[src/rtl/branch_predictor.sv]
// branch_predictor: gshare direction predictor with history repair and saturating statistics
module branch_predictor #(
  parameter int INDEX_BITS = 5
) (
  input  logic                  clk,
  input  logic                  rst,
  input  logic                  pred_valid,
  input  logic [31:0]           pred_pc,
  output logic                  pred_taken,
  output logic [INDEX_BITS-1:0] pred_ghr,
  input  logic                  res_valid,
  input  logic [31:0]           res_pc,
  input  logic                  res_br_en,
  input  logic                  res_pred_taken,
  input  logic [INDEX_BITS-1:0] res_ghr,
  output logic                  mispredict,
  output logic [31:0]           stat_branches,
  output logic [31:0]           stat_mispredicts
);
  localparam int N = 1 << INDEX_BITS;
  logic [1:0]            pht [N];
  logic [INDEX_BITS-1:0] ghr, pidx, ridx;
  logic [1:0]            cnt, cnt_nxt;
  logic                  mis;
  // Index hashing, prediction lookup, and saturating counter step for training
  always_comb begin
    pidx       = pred_pc[INDEX_BITS+1:2] ^ ghr;
    ridx       = res_pc[INDEX_BITS+1:2] ^ res_ghr;
    pred_taken = pred_valid & pht[pidx][1];
    pred_ghr   = ghr;
    mis        = res_valid & (res_br_en != res_pred_taken);
    cnt        = pht[ridx];
    cnt_nxt    = res_br_en ? (&cnt ? cnt : cnt + 2'd1) : (|cnt ? cnt - 2'd1 : cnt);
  end
  // PHT trains on resolve; a same-cycle lookup sees the old counter
  always_ff @(posedge clk or negedge rst)
    if (!rst)
      for (int i = 0; i < N; i++) pht[i] <= 2'b01;
    else if (res_valid)
      pht[ridx] <= cnt_nxt;
  // History repair wins over speculative shift since the fetched branch is flushed
  always_ff @(posedge clk or negedge rst)
    if (!rst)
      ghr <= '0;
    else if (mis)
      ghr <= {res_ghr[INDEX_BITS-2:0], res_br_en};
    else if (pred_valid)
      ghr <= {ghr[INDEX_BITS-2:0], pred_taken};
  // Registered mispredict pulse and saturating statistics
  always_ff @(posedge clk or negedge rst)
    if (!rst) begin
      mispredict       <= 1'b0;
      stat_branches    <= '0;
      stat_mispredicts <= '0;
    end else begin
      mispredict <= mis;
      if (res_valid && !(&stat_branches)) stat_branches <= stat_branches + 32'd1;
      if (mis && !(&stat_mispredicts)) stat_mispredicts <= stat_mispredicts + 32'd1;
    end
  // A resolving branch must carry a known outcome
  assert property (@(posedge clk) disable iff (!rst) res_valid |-> !$isunknown(res_br_en))
    else $fatal(1, "branch_predictor: res_br_en unknown on res_valid");
endmodule

[config.mk]
export PLATFORM = sky130hd
export DESIGN_NAME = branch_predictor
export DESIGN_NICKNAME = d
export VERILOG_FILES = /design/src/rtl/branch_predictor.sv
export SDC_FILE = /design/constraint.sdc
export NUM_CORES = 1
export LEC_CHECK = 0
export CORE_MARGIN = 2
export CORE_UTILIZATION = 45
export CTS_BUF_LIST = sky130_fd_sc_hd__clkbuf_2 sky130_fd_sc_hd__clkbuf_4 sky130_fd_sc_hd__clkbuf_8
export DETAILED_ROUTE_END_ITERATION = 10
export PLACE_DENSITY = 0.75
export SLEW_MARGIN = 5
export SYNTH_ARGS = -nofsm -noshare
export SYNTH_HDL_FRONTEND = slang
export SYNTH_SLANG_ARGS = --single-unit
export TNS_END_PERCENT = 30
[constraint.sdc]
create_clock -name clk -period 3.6 [get_ports clk]
set_input_delay 0.9 -clock clk [delete_from_list [all_inputs] [get_ports clk]]
set_output_delay 0.9 -clock clk [all_outputs]
set_load 0.02 [all_outputs]
==> impl_metrics.env, run 1 <==
export IMPL_synthDistinctLibCells=47
export IMPL_slowest_stage="clkdlybuf4s50_1"
export IMPL_powerDensity_nw_per_um2=543
export IMPL_dp_cells=894
export IMPL_ios=146
export IMPL_yosysSeqAreaShare_pct=49.1
export IMPL_viasPerCell=5.58
export IMPL_maxCapViolCount=0
export IMPL_arrival_ns=3.81
export IMPL_root_buffer="clkbuf_8"
export IMPL_clkLatencyLatePin_ns=0.45
export IMPL_ant_nets=0
export IMPL_cts_buffer_depth=2
export IMPL_hold_start="stat_branches[8]"
export IMPL_postCtsSetupBuffers=0
export IMPL_first_global_vias=5460
export IMPL_critPathMaxFanout=32
export IMPL_grt_usage_pct=21.8
export IMPL_whs_path_depth=1
export IMPL_die_w_um=128
export IMPL_ys_seq_elements=134
export IMPL_status="finished clean"
export IMPL_yosysWarnings=0
export IMPL_routedWlPerCell_um=18.2
export IMPL_drive_gt1_share_pct=26.4
export IMPL_dp_hpwl_um=12200
export IMPL_io_buffers=91
export IMPL_vias=5163
export IMPL_drc=0
export IMPL_r2r_end="stat_branches[16]"
export IMPL_cts_tree="done"
export IMPL_path_cells="clkdlybuf4s50_1 -> xor2_4 -> buf_12 -> mux2i_1 -> o32ai_1 -> nor4_1 -> nand3_1 -> maj3_4 -> mux2_2"
export IMPL_cp_start_kind="input pin"
export IMPL_drtPass1Iterations=4
export IMPL_grt_overflow=0
export IMPL_cts_buffers=17
export IMPL_holdBufCountCts=0
export IMPL_post_route_min_period_ns=3.49
export IMPL_crit_type="input pin to register"
export IMPL_syn_nets=669
export IMPL_reg2reg_depth=7
export IMPL_setup_viol=0
export IMPL_leakage_nw=3.79
export IMPL_fin_tns_setup_ns=0
export IMPL_reg2reg_setup_slack_ns=1.14
export IMPL_antenna_found_initial=0
export IMPL_yosysTopAreaCellShare_pct=37.0
export IMPL_whs_endpoint="stat_branches[8]"
export IMPL_slew_viol_final=0
export IMPL_slew_headroom_pct=41.5
export IMPL_instances_no_fill=926
export IMPL_ys_top_cells_by_area="dfrtp_1 (37%), dfstp_2 (12%), mux2_2 (11%)"
export IMPL_dieArea_sq_um=16300
export IMPL_finalNetCount=802
export IMPL_syn_to_final_growth_pct=26.0
export IMPL_cp_required_ns=3.93
export IMPL_core_area_sq_um=15100
export IMPL_tightest_slew_ns=0.877
export IMPL_place_congestion=0.932
export IMPL_fin_worst_skew_ns=0.0106
export IMPL_grt_max_degree=71
export IMPL_drtIter0Drc=390
export IMPL_rows=45
export IMPL_clk_pin_slew_worst_paths_ns=0.09
export IMPL_finalHoldViolCount=0
export IMPL_endpoint_kind="register"
export IMPL_vdd_drop_max_uv=297
export IMPL_yosys_area_top_type="dfrtp_1"
export IMPL_drt_total_wl_um=16900
export IMPL_critPathMaxStageDelay_ns=0.59
export IMPL_syn_area_sq_um=6900
export IMPL_hp_class="register to register"
export IMPL_grt_first_pass_wirelength_um=27800
export IMPL_initial_core_util_pct=45.8
export IMPL_die_h_um=128
export IMPL_r2r_start="stat_branches[19]"
export IMPL_max_freq_mhz=287
export IMPL_synth_cells=592
export IMPL_cts_htree_levels=4
export IMPL_cts_sinks=134
export IMPL_rsz0062_at_grt="false"
export IMPL_syn_area_per_cell_sq_um=11.7
export IMPL_fin_crit_sh_pct=96.8
export IMPL_n_antenna_cell=0
## worst max-delay path by stage
stage          slack, ns         end  depth (start not counted)        from
2_1_floorplan       0.06  pred_taken                          6  pred_pc[2]
5_1_grt             0.01     pht[61]                          9   res_pc[3]
3_5_place_dp       -0.73  pred_taken                          9  pred_pc[2]
3_3_place_gp       -0.73  pred_taken                          9  pred_pc[2]
4_1_cts             0.07  pred_taken                          9  pred_pc[2]
6_report            0.11     pht[47]                          9   res_pc[3]
## worst max-delay path, delay by kind of cell
family	cells	cell delay, ns
AOI/OAI and AO/OA	1	0.12
xor gates and xnor gates	1	0.24
adders and majority gates	1	0.50
buffers and inverters	2	0.79
muxes	2	0.67
and+or+nand+nor	2	0.58
## layout by cell type, fill, tap and decap left out, types with 3 or more instances in the layout
cell,instances
mux4_2,9
o22ai_1,5
xor2_1,31
buf_12,4
nor3b_1,3
xnor2_1,43
nor3_1,13
mux2i_1,37
buf_4,40
clkdlybuf4s50_1,87
nand2_1,49
nand4_1,27
nor2_1,48
dfstp_2,32
inv_1,12
nor4_1,7
and4_1,5
o21ai_0,5
and3_1,11
dfrtp_1,102
o32ai_1,4
or3_1,7
and2_1,5
clkbuf_8,17
clkinv_4,6
mux2_2,65
nand3_1,26
## registers in the layout (all words and copies together) (netlist names)
signal            flops
pred_ghr              5
pht                  64
mispredict            1
stat_branches        32
stat_mispredicts     32
## per-stage QoR
| stage | util [%] | area (sq um) | total power [mW] | worst slack [ns] | hold slack [ns] |
|---|---|---|---|---|---|
| after global placement | 55.0 | 8290 | 3.43 | -0.734 | 0.475 |
| after floorplan | - | 6900 | 2.94 | 0.0590 | 0.489 |
| final | 57.6 | 8700 | 4.72 | 0.114 | 0.491 |
| after global routing | 57.6 | 8700 | 4.97 | 0.0131 | 0.517 |
| after detailed placement | 55.0 | 8290 | 3.49 | -0.727 | 0.477 |
| after CTS | 57.6 | 8690 | 4.76 | 0.0713 | 0.493 |
## where the power goes
part	leakage (nW)	internal [mW]	switching [mW]
registers	1.69	1.91	0.244
logic	1.90	0.660	0.650
clock network	0.198	0.639	0.621
## synth_stat cells, drive strengths merged
cell and instances:
a2111oi 3, a21o 1, a21oi 2, a311o 1
a31oi 1, a41o 1, and2 5, and3 11
and4 5, buf 10, clkbuf 10, dfrtp 102
dfstp 32, ha 2, inv 12, maj3 2
mux2 66, mux2i 37, mux4 10, nand2 50
nand3 26, nand4 27, nor2 48, nor2b 1
nor3 14, nor3b 4, nor4 8, o21ai 5
o22a 1, o22ai 5, o32ai 5, or3 7
or4 2, xnor2 43, xor2 33
## layout make-up
class	count	area (sq um)
clock buffer	19	249
clock inverter	13	150
fill	1281	6390
inverter	12	45.0
multi-input combinational	426	3340
sequential	134	3390
tap	188	235
timing repair buffer	134	1280
## cell families after synthesis
kind of cell             count (synthesis)  share of synthesized area [%]
AO/OA/AOI/OAI                           25                           3.06
flip-flops                             134                           49.1
multiplexers                           113                           19.4
XOR/XNOR                                76                           9.86
adder cells (fa/ha/maj)                  4                          0.689
AND/OR/NAND/NOR                        208                           15.1
buffers and inverters                   32                           2.66
## routing by layer
layer	GRT usage (%)	routed length, um	up-vias	share of wire (%)
met3	5.88	857	19	5.1
met4	6.98	227	0	1.3
met5	0	0	-	0
li1	-	-	2382	-
met2	35.0	8230	141	49
met1	28.9	7560	2621	45
## repair_timing
action,in CTS,in global routing
gates resized for setup,11,2
gates cloned,0,0
pin swaps,1,1
setup endpoints to repair,1,33
Power figures use the tool's default switching activity.
==> run 2: changes to the inputs <==
- ABC_AREA: default -> 1
- CTS_CLUSTER_DIAMETER: default -> 80
- PLACE_DENSITY: 0.75 -> 0.73
==> impl_metrics.env, run 2 <==
export IMPL_dp_hpwl_um=14600
export IMPL_clkLatencyLatePin_ns=0.45
export IMPL_p_switching_mw=1.57
export IMPL_hp_class="input pin to asynchronous set/reset pin"
export IMPL_cts_tree="done"
export IMPL_p_int_mw=3.03
export IMPL_antenna_found_initial=0
export IMPL_place_congestion=0.939
export IMPL_leakage_nw=4.27
export IMPL_grt_max_degree=77
export IMPL_ios=146
export IMPL_crit_family="buffers and inverters"
export IMPL_drc=0
export IMPL_tightest_slew_ns=1.04
export IMPL_grt_first_pass_wirelength_um=34100
export IMPL_ys_top_cells_by_area="dfrtp_1 (33%), nand2_1 (20%), dfstp_2 (11%)"
export IMPL_yosysWarnings=0
export IMPL_die_w_um=135
export IMPL_cp_depth=13
export IMPL_largestRegisters="pht (64), stat_branches (32), stat_mispredicts (32)"
export IMPL_post_place_ws_ns=-0.331
export IMPL_synth_cells=1069
export IMPL_arrival_ns=2.57
export IMPL_status="finished clean"
export IMPL_critPathMaxStageDelay_ns=0.47
export IMPL_syn_to_final_growth_pct=22.0
export IMPL_yosys_area_top_type="dfrtp_1"
export IMPL_largest_reg_flops=64
export IMPL_vdd_drop_max_uv=326
export IMPL_drt_total_wl_um=20700
export IMPL_cts_sinks=134
export IMPL_cp_required_ns=2.70
export IMPL_fin_crit_sh_pct=96.4
export IMPL_final_cell_area_sq_um=9360
export IMPL_final_common_cell="nand2_1"
export IMPL_clk_pin_slew_worst_paths_ns=0.07
export IMPL_die_h_um=135
export IMPL_syn_area_sq_um=7670
export IMPL_ys_seq_elements=134
export IMPL_placed_area_sq_um=8940
export IMPL_path_cells="clkdlybuf4s50_1 -> inv_1 -> nand2_1 -> nand2_1 -> inv_1 -> buf_12 -> nand2_1 -> nand3_1 -> nand3_1 -> nand3_1 -> nand3_1 -> a21oi_1 -> buf_4"
export IMPL_drtIter0Drc=574
export IMPL_reg2reg_depth=12
export IMPL_final_cell_mix="nand2_1 (408), nand3_1 (154), dfrtp_1 (102)"
export IMPL_cp_start_kind="input pin"
export IMPL_cts_buffer_depth=2
export IMPL_endpoint_kind="output port"
export IMPL_critPathMaxFanout=16
export IMPL_ys_async_sr_fraction_pct=100
export IMPL_regMostFlops="pht"
export IMPL_swShare_pct=34.2
export IMPL_pwr_share_seq_pct=44.7
export IMPL_slew_headroom_pct=30.0
export IMPL_finalHoldViolCount=0
export IMPL_yosys_top_cells_count="nand2_1 (408), nand3_1 (154), dfrtp_1 (102)"
export IMPL_syn_area_per_cell_sq_um=7.18
export IMPL_maxCapViolCount=0
export IMPL_first_global_vias=7077
export IMPL_rows=47
export IMPL_drtPass1Iterations=5
export IMPL_dieArea_sq_um=18100
export IMPL_ant_nets=0
export IMPL_slowest_stage="clkdlybuf4s50_1"
export IMPL_finalWorstSetupSlack_ns=0.131
export IMPL_fin_worst_skew_ns=0.00974
export IMPL_cp_common_cell="nand3_1"
export IMPL_syn_nets=1146
export IMPL_core_area_sq_um=16600
export IMPL_root_buffer="clkbuf_8"
export IMPL_drive_gt1_share_pct=8.00
export IMPL_vias=7373
export IMPL_synthDistinctLibCells=29
export IMPL_setup_viol=0
export IMPL_yosysTopAreaCellShare_pct=33.3
export IMPL_grt_overflow=0
export IMPL_cp_num_buf_inv=5
export IMPL_synth_edff_count=0
export IMPL_max_freq_mhz=288
export IMPL_powerDensity_nw_per_um2=492
export IMPL_grt_usage_pct=23.7
export IMPL_yosysSeqAreaShare_pct=44.2
export IMPL_viasPerCell=5.24
export IMPL_power_share_clock_pct=28.2
export IMPL_post_route_min_period_ns=3.47
export IMPL_io_buffers=91
export IMPL_initial_core_util_pct=46.1
export IMPL_cts_htree_levels=4
export IMPL_finalNetCount=1253
export IMPL_r2r_start="stat_branches[3]"
export IMPL_cts_buffers=17
export IMPL_slew_viol_final=0
export IMPL_fin_util_pct=56.2
export IMPL_crit_type="input pin to output port"
export IMPL_rsz0062_at_grt="false"
export IMPL_routedWlPerCell_um=14.7
export IMPL_pwr_share_comb_pct=27.1
export IMPL_n_antenna_cell=0
export IMPL_postCtsSetupBuffers=0
export IMPL_synth_flop_cell="dfrtp_1"
export IMPL_synth_most_common_cell="nand2_1"
export IMPL_crit_start="pred_pc[2]"
run 2: cell types whose count changed after synthesis, moves of 21 or more:
cell and change:
nand2_1 +359, nand3_1 +128, inv_1 +86, mux2_2 -65
nor2_1 +49, mux2i_1 -37, xnor2_1 -21
run 2: layer usage:
metal / vias to the layer above / global-route usage [%] / wire length, um
met4: 0 / 8.48 / 544
met1: 3512 / 30.1 / 9040
met3: 38 / 5.11 / 1190
li1: 3597 / - / -
met2: 226 / 39.9 / 9930
met5: - / 0 / 0
run 2: power by group through the flow:
stage          clock (mW)  sequential, mW  combinational [mW]
2_1_floorplan           0            2.14               0.651
3_3_place_gp            0            2.08                1.23
3_5_place_dp            0            2.08                1.25
4_1_cts              1.32            2.06                1.25
5_1_grt              1.39            2.10                1.38
6_report             1.30            2.06                1.25
run 2: path summary, 6_finish.rpt:
check | to | slack, ns
worst max-delay path | pred_taken | 0.13
worst min-delay path | pht[63] | 0.46
worst max register to register | stat_branches[19] | 1.37
worst min register to register | pht[12] | 0.47
max in group asynchronous | stat_branches[26] | 2.32
min in group clk | pht[12] | 0.47
run 2: area by class of cell:
type,count,area [sq um]
fillers,1587,7290
multi-input cells,809,3760
flip-flops and latches,134,3390
repair buffers,115,1140
inverters,99,372
clock buffers,21,289
well taps,220,275
clock inverters,10,123
run 2: logic make-up after synthesis:
logic type	synth area share, %
compound gates	1.26
xor+xnor	7.84
fa+ha+maj	0.326
buf+inv	6.75
flops	44.2
simple gates	39.6
run 2: metrics by stage:
stage          setup TNS (ns)  power (mW)  hold WS (ns)  std cells
2_1_floorplan               0        2.79         0.447       1069
3_3_place_gp           -0.348        3.30         0.454       1377
3_5_place_dp           -0.708        3.33         0.456       1377
4_1_cts                     0        4.63         0.469       1408
5_1_grt                     0        4.86         0.486       1408
6_report                    0        4.61         0.457       1408
run 2: timing repair:
| item | 4_1_cts | 5_1_grt |
|---|---|---|
| gates cloned | 0 | 0 |
| hold buffers | 0 | 0 |
| resized for setup | 3 | 3 |
| endpoints found under the setup margin | 1 | 1 |
==> run 3: changes to the inputs <==
- GPL_TIMING_DRIVEN: default -> 0
- PLACE_DENSITY: 0.73 -> default
- PLACE_DENSITY_LB_ADDON: default -> 0.15
==> impl_metrics.env, run 3 (synthesis results as in run 2) <==
export IMPL_status="finished clean"
export IMPL_cp_required_ns=2.70
export IMPL_dieArea_sq_um=18100
export IMPL_root_buffer="clkbuf_8"
export IMPL_rows=47
export IMPL_die_h_um=135
export IMPL_slew_viol_final=0
export IMPL_drtPass1Iterations=5
export IMPL_dp_hpwl_um=15500
export IMPL_cts_htree_levels=4
export IMPL_nFillCells=1624
export IMPL_reg2reg_setup_slack_ns=1.27
export IMPL_cts_tree="done"
export IMPL_crit_type="input pin to output port"
export IMPL_grt_overflow=0
export IMPL_instances_no_fill=1419
export IMPL_grt_first_pass_wirelength_um=36200
export IMPL_power_mw=4.82
export IMPL_ios=146
export IMPL_critPathMaxFanout=6
export IMPL_fin_worst_skew_ns=0.0122
export IMPL_n_antenna_cell=0
export IMPL_cts_sinks=134
export IMPL_cts_buffer_depth=2
export IMPL_first_global_vias=7173
export IMPL_post_place_ws_ns=-0.906
export IMPL_leakage_nw=4.32
export IMPL_vdd_drop_max_uv=347
export IMPL_maxCapViolCount=0
export IMPL_die_w_um=135
export IMPL_drt_total_wl_um=21700
export IMPL_layout_area_seq_sq_um=3390
export IMPL_fin_crit_sh_pct=96.5
export IMPL_cts_buffers=17
export IMPL_finalNetCount=1263
export IMPL_io_buffers=91
export IMPL_placed_area_sq_um=8890
export IMPL_fin_tns_setup_ns=0
export IMPL_ant_nets=0
export IMPL_drc=0
export IMPL_endpoint_kind="output port"
export IMPL_largest_reg_flops=64
export IMPL_r2r_end="stat_mispredicts[27]"
export IMPL_place_congestion=0.914
export IMPL_regMostFlops="pht"
export IMPL_setup_viol=0
export IMPL_reg2reg_depth=11
export IMPL_final_common_cell="nand2_1"
export IMPL_clk_pin_slew_worst_paths_ns=0.08
export IMPL_clkLatencyLatePin_ns=0.46
export IMPL_slew_headroom_pct=57.2
export IMPL_tightest_slew_ns=0.642
export IMPL_hp_class="input pin to asynchronous set/reset pin"
export IMPL_finalWorstSetupSlack_ns=0.125
export IMPL_drtIter0Drc=552
export IMPL_final_cell_mix="nand2_1 (406), nand3_1 (154), dfrtp_1 (102)"
export IMPL_syn_to_final_growth_pct=23.2
export IMPL_final_cell_area_sq_um=9450
export IMPL_antenna_found_initial=0
export IMPL_finalHoldViolCount=0
export IMPL_multi_input_area_sq_um=3790
export IMPL_r2r_start="stat_mispredicts[1]"
export IMPL_viasPerCell=5.18
export IMPL_cp_start_kind="input pin"
export IMPL_vias=7346
export IMPL_core_area_sq_um=16600
export IMPL_arrival_ns=2.57
export IMPL_dp_cells=1381
export IMPL_initial_core_util_pct=46.1
export IMPL_max_freq_mhz=288
export IMPL_grt_max_degree=74
export IMPL_grt_usage_pct=25.3
export IMPL_largestRegisters="pht (64), stat_branches (32), stat_mispredicts (32)"
export IMPL_powerDensity_nw_per_um2=510
export IMPL_post_route_min_period_ns=3.47
export IMPL_routedWlPerCell_um=15.3
export IMPL_drive_gt1_share_pct=8.34
run 3: cell types whose count changed in the layout (fill, tap and decap cells not counted), moves of 3 or more:
cell,previous run,this run
clkbuf_4,0,3
clkbuf_8,21,18
clkbuf_1,0,9
buf_2,0,9
buf_4,20,8
buf_12,4,0
bufinv_16,2,5
clkinvlp_4,3,0
buf_6,2,7
run 3: worst max-delay path by stage:
stage / start / cells after the start / slack (ns) / endpoint
after global routing: pred_pc[2] / 13 / -0.02 / pred_taken
final: pred_pc[2] / 13 / 0.13 / pred_taken
after detailed placement: pred_pc[2] / 13 / -0.91 / pred_taken
after floorplan: pred_pc[2] / 11 / 0.43 / pred_taken
after global placement: rst / 1 / -3.87 / stat_mispredicts[25]
after CTS: pred_pc[2] / 13 / 0.009 / pred_taken
run 3: final cells by class:
cell class                 instances  share of cell area [%]
buffer                            27                    1.71
tap                              220                    2.91
inverter                          99                    3.96
clock inverter                    11                    2.11
timing repair buffer              98                    10.4
sequential                       134                    35.9
clock buffer                      21                    2.86
multi-input combinational        809                    40.1
run 3: where the power goes:
group          internal, mW  switching, mW
sequential             1.83          0.228
combinational         0.522          0.750
clock                 0.872          0.617
total                  3.22           1.60
run 3: timing repair:
item | in CTS | in global routing
gates cloned | 0 | 1
pin swaps | 0 | 5
hold buffers | 0 | 0
setup buffers | 1 | 4
gates resized for setup | 12 | 10
setup endpoints to repair | 1 | 1
run 3: worst max-delay path: stages:
cell and delay [ns]:
clkdlybuf4s50_1 0.50, inv_1 0.06, nand2_2 0.08, nand2_4 0.08, inv_4 0.07, buf_4 0.14, nand2_1 0.05, nand3_1 0.06
nand3_1 0.08, nand3_1 0.09, nand3b_1 0.13, a21oi_2 0.18, buf_4 0.16
run 3: per-stage QoR:
| stage | util, % | hold slack, ns |
|---|---|---|
| 3_3_place_gp | 53.2 | 0.457 |
| 3_5_place_dp | 53.4 | 0.457 |
| 4_1_cts | 56.4 | 0.441 |
| 2_1_floorplan | - | 0.447 |
| 6_report | 56.8 | 0.436 |
| 5_1_grt | 56.8 | 0.466 |
run 3: routing by layer:
metal | part of all wire (%) | vias to the layer above | wire length (um) | GRT usage (%)
met5 | 0 | - | 0 | 0
met4 | 2.4 | 0 | 531 | 9.65
met3 | 5.6 | 43 | 1220 | 3.79
met2 | 47 | 271 | 10300 | 41.2
met1 | 44 | 3417 | 9660 | 34.2
li1 | - | 3615 | - | -
